--- src/rtl/dffram_arbiter_2p.sv ---
// Two-port arbiter in front of a single-port 2048x32 DFFRAM macro.
// It grants one request per cycle and returns the macro's registered read data to that port.
module dffram_arbiter_2p #(
    parameter int AW    = 11,
    parameter bit RR_EN = 1'b1
) (
    input  logic          CLK,
    input  logic          RST,

    input  logic          p0_valid,
    output logic          p0_ready,
    input  logic          p0_lock,
    input  logic [3:0]    p0_we,
    input  logic [AW-1:0] p0_addr,
    input  logic [31:0]   p0_wdata,
    output logic          p0_rvalid,
    output logic [31:0]   p0_rdata,

    input  logic          p1_valid,
    output logic          p1_ready,
    input  logic          p1_lock,
    input  logic [3:0]    p1_we,
    input  logic [AW-1:0] p1_addr,
    input  logic [31:0]   p1_wdata,
    output logic          p1_rvalid,
    output logic [31:0]   p1_rdata,

    output logic          ram_EN,
    output logic [3:0]    ram_WE,
    output logic [AW-1:0] ram_A,
    output logic [31:0]   ram_Di,
    input  logic [31:0]   ram_Do
);

    logic rr_last;
    logic lock_owner_valid;
    logic lock_owner;
    logic rsp_valid;
    logic rsp_port;

    logic gnt_any;
    logic gnt_port;
    logic owner_req;
    logic gnt_lock;

    // Grant selection; reset masks every request so the macro stays idle.
    always_comb begin
        gnt_any   = 1'b0;
        gnt_port  = 1'b0;
        owner_req = lock_owner ? p1_valid : p0_valid;
        if (!RST) begin
            if (lock_owner_valid && owner_req) begin
                gnt_any  = 1'b1;
                gnt_port = lock_owner;
            end else if (p0_valid && p1_valid) begin
                gnt_any  = 1'b1;
                gnt_port = RR_EN ? ~rr_last : 1'b0;
            end else if (p0_valid) begin
                gnt_any  = 1'b1;
                gnt_port = 1'b0;
            end else if (p1_valid) begin
                gnt_any  = 1'b1;
                gnt_port = 1'b1;
            end
        end
    end

    assign p0_ready = gnt_any & ~gnt_port;
    assign p1_ready = gnt_any &  gnt_port;
    assign gnt_lock = gnt_port ? p1_lock : p0_lock;

    // Macro drive: everything zero without a grant, so WE never appears without EN.
    always_comb begin
        ram_EN = 1'b0;
        ram_WE = 4'h0;
        ram_A  = '0;
        ram_Di = 32'h0;
        if (gnt_any) begin
            ram_EN = 1'b1;
            if (gnt_port) begin
                ram_WE = p1_we;
                ram_A  = p1_addr;
                ram_Di = p1_wdata;
            end else begin
                ram_WE = p0_we;
                ram_A  = p0_addr;
                ram_Di = p0_wdata;
            end
        end
    end

    // Control state; rsp_port and lock_owner are qualified by their valids and need no reset.
    always_ff @(posedge CLK) begin
        if (RST) begin
            rr_last          <= 1'b1;
            lock_owner_valid <= 1'b0;
            rsp_valid        <= 1'b0;
        end else begin
            rsp_valid <= gnt_any;
            if (gnt_any) begin
                rr_last  <= gnt_port;
                rsp_port <= gnt_port;
            end
            if (gnt_any && gnt_lock) begin
                lock_owner_valid <= 1'b1;
                lock_owner       <= gnt_port;
            end else if (lock_owner_valid &&
                         (!owner_req || (gnt_any && gnt_port == lock_owner))) begin
                lock_owner_valid <= 1'b0;
            end
        end
    end

    // Response stage: the macro's registered output belongs to last cycle's grant.
    assign p0_rvalid = rsp_valid & ~rsp_port;
    assign p1_rvalid = rsp_valid &  rsp_port;
    assign p0_rdata  = p0_rvalid ? ram_Do : 32'h0;
    assign p1_rdata  = p1_rvalid ? ram_Do : 32'h0;

endmodule

--- config.mk ---
export PLATFORM = sky130hd
export DESIGN_NAME = dffram_arbiter_2p
export DESIGN_NICKNAME = d
export VERILOG_FILES = /design/src/rtl/dffram_arbiter_2p.sv
export SDC_FILE = /design/constraint.sdc
export NUM_CORES = 1
export LEC_CHECK = 0
export BUFFER_PORTS_ARGS = -buffer_cell sky130_fd_sc_hd__buf_2
export CORE_AREA = 4 4 94 96
export DETAILED_ROUTE_END_ITERATION = 7
export DIE_AREA = 0 0 98 100
export GPL_TIMING_DRIVEN = 1
export PLACE_DENSITY = 0.54
export SYNTH_ARGS = -nofsm -noshare
export SYNTH_HDL_FRONTEND = slang
export SYNTH_SLANG_ARGS = --single-unit
--- constraint.sdc ---
create_clock -name CLK -period 2.36 [get_ports CLK]
set_input_delay 0.118 -clock CLK [delete_from_list [all_inputs] [get_ports CLK]]
set_output_delay 0.118 -clock CLK [all_outputs]
set_load 0.005 [all_outputs]
==> results.txt, run 1 <==
----------------------------------------------------
[Status]
  Result of the run ... completed

[Clocking]
  Post-CTS Hold Buffers ... 0
  Longest Clk Path Bufs ... 2
  Clock insertion delay at the later pin of the skew report ... roughly 210 ps
  Root buffer cell ... sky130_fd_sc_hd__clkbuf_8
  Number of gates resized after cts ... 0
  H-tree lvl count ... 1
  Clock edge transition at the registers on the reported setup and hold paths ... 30 ps
  Setup bufs post-CTS ... 0
  Clk sinks ... 5
  CTS tree ... yes
  Inserted Clock Buffers ... 3

[Global route]
  Pin count of the biggest net entering global routing ... roughly 50
  Number of antenna violations at the first check in global routing ... 0
  Met3 routing resource usage after global routing ... around 2.8%
  Via count of the first global-routing pass ... just under 2000
  GR peak layer ... met2
  GRT met2 Usage ... 21.1%
  Aggregate global routing overflow ... 0
  Total Routing Usage GR ... between 10% and 20%
  Global-route wire length before repair ... 9450 um
  GR met1 Demand/Resource ... 13.3%

[Worst setup path]
  Type of the worst setup path ... flip-flop to output pin
  Worst path required time ... between 2000 and 2500 ps
  CP peak stage delay ... 460 ps
  Kind of capture point of the worst setup path ... output pin
  WP data arrival ... approximately 1800 ps
  Largest fanout on the critical path ... 50
  Worst R2R Setup Slack ... about 590 ps
  Slowest library cell on the worst path ... sky130_fd_sc_hd__buf_4
  Cells along the critical path ... nand2b_1, a311oi_4, buf_4, a22o_1, buf_2
  Critical path launch point type ... flip-flop
  Number of cells on the worst reg-to-reg path ... 4
  R2r startpoint ... lock_owner
  Worst flop-to-flop path endpoint ... lock_owner

[STA]
  Unrepaired setup endpoints after global routing ... false
  Layout Skew ... roughly 1.1 ps
  Highest attainable clock frequency ... 514 MHz
  Number of hold-slack violations in the final timing report ... 0
  Worst Max-Slew Pin Slew ... just under 500 ps
  Final setup fails ... 0
  Share of the clock period used by the worst path after layout ... between 80% and 90%
  Max-slew headroom ... between 60 and 70%
  Final worst slack ... 414 ps
  Final Max Slew Viols ... 0
  Shortest clock period the worst path allows after layout ... between 1500 and 2000 ps
  Total negative slack ... 0 ps
  Final hold slack ... 134 ps

[Synthesis]
  Portion of the post-synthesis area used by sequential elements ... 10.2%
  Number of cells produced by synthesis ... around 150
  Yosys warning count ... 0
  Cell area after synthesis ... 1180 sq um
  Count of state elements after synthesis ... 5
  Count of different cell masters after synthesis ... 19
  Net Count, Synth ... between 200 and 300
  Synth Area per Inst ... a little under 8 sq um

[Floorplanning]
  Die area ... slightly below 10000 sq um
  I/O pin cnt ... 248
  Area inside the core boundary ... between 8000 and 9000 sq um
  FP Rows ... 33
  Initial standard-cell utilization of the core ... 14.7%
  Chip height ... about 100 um
  Die X-Extent ... between 90 and 100 um

[Place]
  Worst slack at placement ... between 500 and 600 ps
  Port buffer count ... 247
  Total placed cells including tap cells ... roughly 500
  Final RePlAce weighted congestion ... between 0.8 and 0.9
  Detailed-placement wirelength estimate ... ~5500 um

[Power and ir drop]
  Leak ... roughly 1.7 nW
  Power per cell area ... around 260 nW/um^2
  VDD IR max ... 0.000167 V

[Hold path]
  Cell depth of the worst hold path ... 2
  Class of the tightest hold or removal check ... primary input to flip-flop
  Hold_sp ... p0_lock
  Hold Path End ... lock_owner_valid

[Cells and area]
  Final-layout fill cell count ... around 890
  Area growth syn-to-layout ... 115%
  Fraction of final layout cells with drive strength greater than 1 ... between 60% and 70%
  Non-Filler Instances ... between 400 and 500
  Utilization after layout ... between 30% and 40%
  Antenna diode count ... 0
  Final layout net count ... 523

[Detailed routing]
  First-pass iteration count of the detailed router ... 4
  Detail-routed net length per standard cell ... 12.9 um
  Via density per instance ... 4.25
  Vias ... ~2100
  Antenna Violating Nets Remaining ... 0
  Starting DRT DRC Count ... 56
  Total wire length after detailed routing ... ~6400 um
  Count of unresolved DRC violations after routing ... 0

[Flow run]
  MaxCap Viol Count ... 0

----------------------------------------------------
per-layer routing:
layer / share of wire (%) / wire (um)
met1: 37 / 2350
met2: 52 / 3350
met3: 10 / 658
met4: 0.72 / 46
met5: 0 / 0
layout by cell type, fill, tap and decap left out:
cell type / n
sky130_fd_sc_hd__nor2b_1: 1
sky130_fd_sc_hd__a22o_1: 49
sky130_fd_sc_hd__nor2_1: 3
sky130_fd_sc_hd__clkbuf_8: 3
sky130_fd_sc_hd__a211o_2: 1
sky130_fd_sc_hd__inv_1: 2
sky130_fd_sc_hd__buf_2: 247
sky130_fd_sc_hd__and2_1: 33
sky130_fd_sc_hd__nand2b_1: 1
sky130_fd_sc_hd__and3_1: 32
sky130_fd_sc_hd__or2_4: 1
sky130_fd_sc_hd__clkbuf_1: 1
sky130_fd_sc_hd__a311oi_4: 2
sky130_fd_sc_hd__nand2b_2: 1
sky130_fd_sc_hd__a311oi_1: 1
sky130_fd_sc_hd__nand2_1: 1
sky130_fd_sc_hd__buf_4: 6
sky130_fd_sc_hd__edfxtp_1: 2
sky130_fd_sc_hd__dfxtp_1: 3
synthesized netlist by cell type:
cell                        n  share of area [%]
sky130_fd_sc_hd__nand2b_1   1               0.53
sky130_fd_sc_hd__buf_6      5                4.8
sky130_fd_sc_hd__a211o_2    1               0.85
sky130_fd_sc_hd__buf_2      4                1.7
sky130_fd_sc_hd__a22o_1    49                 36
sky130_fd_sc_hd__and3_1    32                 17
sky130_fd_sc_hd__a311oi_4   1                2.2
sky130_fd_sc_hd__nand2b_2   1               0.74
sky130_fd_sc_hd__inv_1      2               0.64
sky130_fd_sc_hd__nor2b_1    1               0.53
sky130_fd_sc_hd__nand2_1    1               0.32
sky130_fd_sc_hd__clkbuf_1  10                3.2
sky130_fd_sc_hd__dfxtp_1    3                5.1
sky130_fd_sc_hd__nor2_1     3               0.95
sky130_fd_sc_hd__a311oi_1   1               0.74
sky130_fd_sc_hd__edfxtp_1   2                5.1
sky130_fd_sc_hd__a311oi_2   1                1.3
sky130_fd_sc_hd__or2_4      1               0.74
sky130_fd_sc_hd__and2_1    33                 17
cell type report:
class | instances | area, sq um | area share, %
clock buffers | 4 | 45.0 | 1.78
inverters | 2 | 7.51 | 0.296
multi-input cells | 126 | 952 | 37.5
flip-flops and latches | 5 | 120 | 4.73
well taps | 105 | 131 | 5.18
repair buffers | 253 | 1280 | 50.5
registers in the layout (all words and copies together) (netlist names):
signal / cells
lock_owner: 1
lock_owner_valid: 1
rr_last: 1
rsp_port: 1
rsp_valid: 1
how the worst max path moves through the flow:
stage	end	slack, ps	cells past startpoint	start
after global routing	ram_Di[22]	260	5	lock_owner
after detailed placement	lock_owner	590	4	lock_owner
after CTS	ram_Di[3]	400	5	lock_owner
after global placement	lock_owner	630	4	lock_owner
final	ram_Di[3]	410	5	lock_owner
after floorplan	lock_owner	770	4	lock_owner_valid
cell families (layout without fill, tap and decap cells):
family          count (synthesis)  count (layout)  share of synthesized area (%)
compound gates                 53              53                           41.4
buf+inv                        21             259                           10.3
flops                           5               5                           10.2
simple gates                   73              73                           38.2
power breakdown:
group	internal (mW)	switching (mW)	leakage [nW]
logic	0.223	0.173	1.65
clock network	0.115	0.0363	0.0228
registers	0.0969	0.00316	0.0444
total	0.435	0.212	1.71
stage by stage:
step | instance area [sq um] | total power, mW
after floorplan | 1180 | 0.274
after global placement | 2490 | 0.498
after detailed placement | 2490 | 0.502
after CTS | 2540 | 0.657
after global routing | 2540 | 0.702
final | 2540 | 0.647
critical path, delay by kind of cell (launching register included):
| family | cells | cell delay (ps) |
|---|---|---|
| flops | 1 | 370 |
| buf+inv | 2 | 580 |
| compound gates | 2 | 470 |
| simple gates | 1 | 190 |
Note: power is estimated with default switching activity, not from simulation.
==> inputs of run 2 (changes only) <==
--- a/config.mk
+++ b/config.mk
@@ -6,11 +6,11 @@
 export NUM_CORES = 1
 export LEC_CHECK = 0
 export BUFFER_PORTS_ARGS = -buffer_cell sky130_fd_sc_hd__buf_2
-export CORE_AREA = 4 4 94 96
+export CORE_AREA = 4 4 95 97
 export DETAILED_ROUTE_END_ITERATION = 7
-export DIE_AREA = 0 0 98 100
+export DIE_AREA = 0 0 99 101
 export GPL_TIMING_DRIVEN = 1
-export PLACE_DENSITY = 0.54
+export PLACE_DENSITY = 0.53
 export SYNTH_ARGS = -nofsm -noshare
 export SYNTH_HDL_FRONTEND = slang
 export SYNTH_SLANG_ARGS = --single-unit
==> constraint.sdc (replaced) <==
create_clock -name CLK -period 1.8 [get_ports CLK]
set_input_delay 0.09 -clock CLK [delete_from_list [all_inputs] [get_ports CLK]]
set_output_delay 0.09 -clock CLK [all_outputs]
set_load 0.005 [all_outputs]
==> results.txt, run 2 (same netlist as run 1, synthesis figures left out) <==
----------------------------------------------------
[Clocking]
  Clock edge transition at the registers on the reported setup and hold paths ... around 30 ps
  Clk sinks ... 5
  Inserted Clock Buffers ... 3
  Longest Clk Path Bufs ... 2
  CTS tree ... yes
  Root buffer cell ... sky130_fd_sc_hd__clkbuf_8
  Clock insertion delay at the later pin of the skew report ... 220 ps
  H-tree lvl count ... 1

[Detailed routing]
  Count of unresolved DRC violations after routing ... 0
  First-pass iteration count of the detailed router ... 4
  Vias ... around 2100
  Antenna Violating Nets Remaining ... 0
  Detail-routed net length per standard cell ... approximately 14 um
  Total wire length after detailed routing ... 7030 um
  Via density per instance ... 4.29
  Starting DRT DRC Count ... 51

[Global route]
  Total Routing Usage GR ... 12.0%
  Global-route wire length before repair ... roughly 10000 um
  Via count of the first global-routing pass ... 2000
  Aggregate global routing overflow ... 0
  Pin count of the biggest net entering global routing ... 34
  Number of antenna violations at the first check in global routing ... 0

[Place]
  Instance area at placement ... ~2500 sq um
  Worst slack at placement ... approximately 120 ps
  Detailed-placement wirelength estimate ... 5980 um
  Final RePlAce weighted congestion ... 0.784
  Port buffer count ... 247
  Total placed cells including tap cells ... between 400 and 500

[STA]
  Final worst slack ... between 70 and 80 ps
  Unrepaired setup endpoints after global routing ... true
  Max-slew headroom ... just over 80%
  Shortest clock period the worst path allows after layout ... around 1700 ps
  Layout Skew ... between 1.5 and 2 ps
  Highest attainable clock frequency ... between 500 and 600 MHz
  Worst Max-Slew Pin Slew ... roughly 250 ps
  Final setup fails ... 0
  Final hold slack ... 112 ps
  Number of hold-slack violations in the final timing report ... 0
  Final Max Slew Viols ... 0
  Share of the clock period used by the worst path after layout ... slightly below 100%

[Worst setup path]
  Number of cells on the worst reg-to-reg path ... 5
  Worst flop-to-flop path endpoint ... lock_owner
  Kind of capture point of the worst setup path ... output pin
  Type of the worst setup path ... flip-flop to output pin
  WP data arrival ... between 1500 and 2000 ps
  Worst path required time ... ~1700 ps
  Critical path launch point type ... flip-flop
  Largest fanout on the critical path ... 15
  R2r startpoint ... lock_owner_valid
  Worst R2R Setup Slack ... about 220 ps

[Power and ir drop]
  Share of power burned in combinational logic ... 62.8%
  Power per cell area ... between 300 and 400 nW/um^2
  Internal Dissipation ... roughly 610 uW
  VDD IR max ... around 0.00015 V
  Leak ... ~1.8 nW
  Net switching fraction of the power ... about 33%
  Clock group share of total power ... 22.5%
  Sequential group share of total power ... roughly 15%
  Switching power ... a little under 300 uW

[Floorplanning]
  Area inside the core boundary ... about 8100 sq um
  FP Rows ... 33
  Chip height ... between 100 and 150 um
  Initial standard-cell utilization of the core ... between 10% and 20%
  Die X-Extent ... between 90 and 100 um
  I/O pin cnt ... about 250
  Die area ... about 10000 sq um

[Cells and area]
  Area growth syn-to-layout ... 127%
  Non-Filler Instances ... roughly 500
  Fraction of final layout cells with drive strength greater than 1 ... 67.9%
  Area of all placed cells without fillers ... ~2700 sq um
  Utilization after layout ... around a third
  Antenna diode count ... 0
  Commonest cells after routing, fill and taps aside ... sky130_fd_sc_hd__buf_2 (247), sky130_fd_sc_hd__a22o_1 (49), sky130_fd_sc_hd__and2_1 (33), sky130_fd_sc_hd__and3_1 (32), sky130_fd_sc_hd__buf_4 (5)
  Final layout net count ... around 530
  Most common library cell in the layout ignoring fill and taps ... sky130_fd_sc_hd__buf_2

[Hold path]
  Hold Path End ... lock_owner_valid
  Cell depth of the worst hold path ... 2
  Class of the tightest hold or removal check ... primary input to flip-flop
  Hold_sp ... p0_lock

[Status]
  Result of the run ... completed

[Flow run]
  MaxCap Viol Count ... 0

----------------------------------------------------
[run 2: timing repair]
item                                   4_1_cts  5_1_grt
hold buffers                                 0        0
buffers inserted                             0        3
gates cloned                                 0        2
resized for setup                            4        8
setup endpoints to repair                   29       47
endpoints found under the hold margin        0        0
pin swaps                                    1        1
[run 2: worst max-delay path by stage]
stage | from | end | cells after the start
floorplan | lock_owner_valid | lock_owner | 4
global placement | lock_owner_valid | ram_Di[15] | 5
detailed placement | lock_owner_valid | ram_Di[20] | 5
CTS | lock_owner | ram_Di[20] | 5
global route | lock_owner | ram_Di[20] | 6
finish | lock_owner_valid | ram_Di[20] | 6
[run 2: area by class of cell]
| cell class | instances | area [sq um] |
|---|---|---|
| Inverter | 2 | 7.51 |
| Multi-Input combinational cell | 126 | 960 |
| Sequential cell | 5 | 121 |
| Tap cell | 105 | 131 |
| Timing Repair Buffer | 259 | 1420 |
| Fill cell | 900 | 5450 |
| Clock buffer | 4 | 45.0 |
[run 2: critical path: stages (launching register included)]
cell                       delay, ps
sky130_fd_sc_hd__dfxtp_2         330
sky130_fd_sc_hd__or2_4           270
sky130_fd_sc_hd__a311oi_4        220
sky130_fd_sc_hd__buf_4           180
sky130_fd_sc_hd__buf_12          140
sky130_fd_sc_hd__a22o_1          160
sky130_fd_sc_hd__buf_2           120
[run 2: power by group through the flow]
stage                     combinational (mW)  clock, mW  sequential (mW)
after global placement                 0.531          0            0.133
after detailed placement               0.537          0            0.133
final                                  0.568      0.203            0.133
after global routing                   0.625      0.217            0.135
after floorplan                        0.225          0            0.134
after CTS                              0.544      0.212            0.132
[run 2: through the flow]
stage	TNS, ps	total power, mW
after CTS	0	0.887
final	0	0.904
after global placement	0	0.664
after floorplan	0	0.360
after detailed placement	0	0.670
after global routing	-2.55	0.976
[run 2: routing by layer]
layer | share of wire [%] | global-route usage, % | wire length (um) | vias to the layer above
li1 | - | - | - | 1066
met1 | 38 | 15.0 | 2650 | 951
met2 | 52 | 21.4 | 3650 | 127
met3 | 9.5 | 2.35 | 667 | 4
met4 | 0.84 | 2.52 | 59 | 0
met5 | 0 | 0 | 0 | -
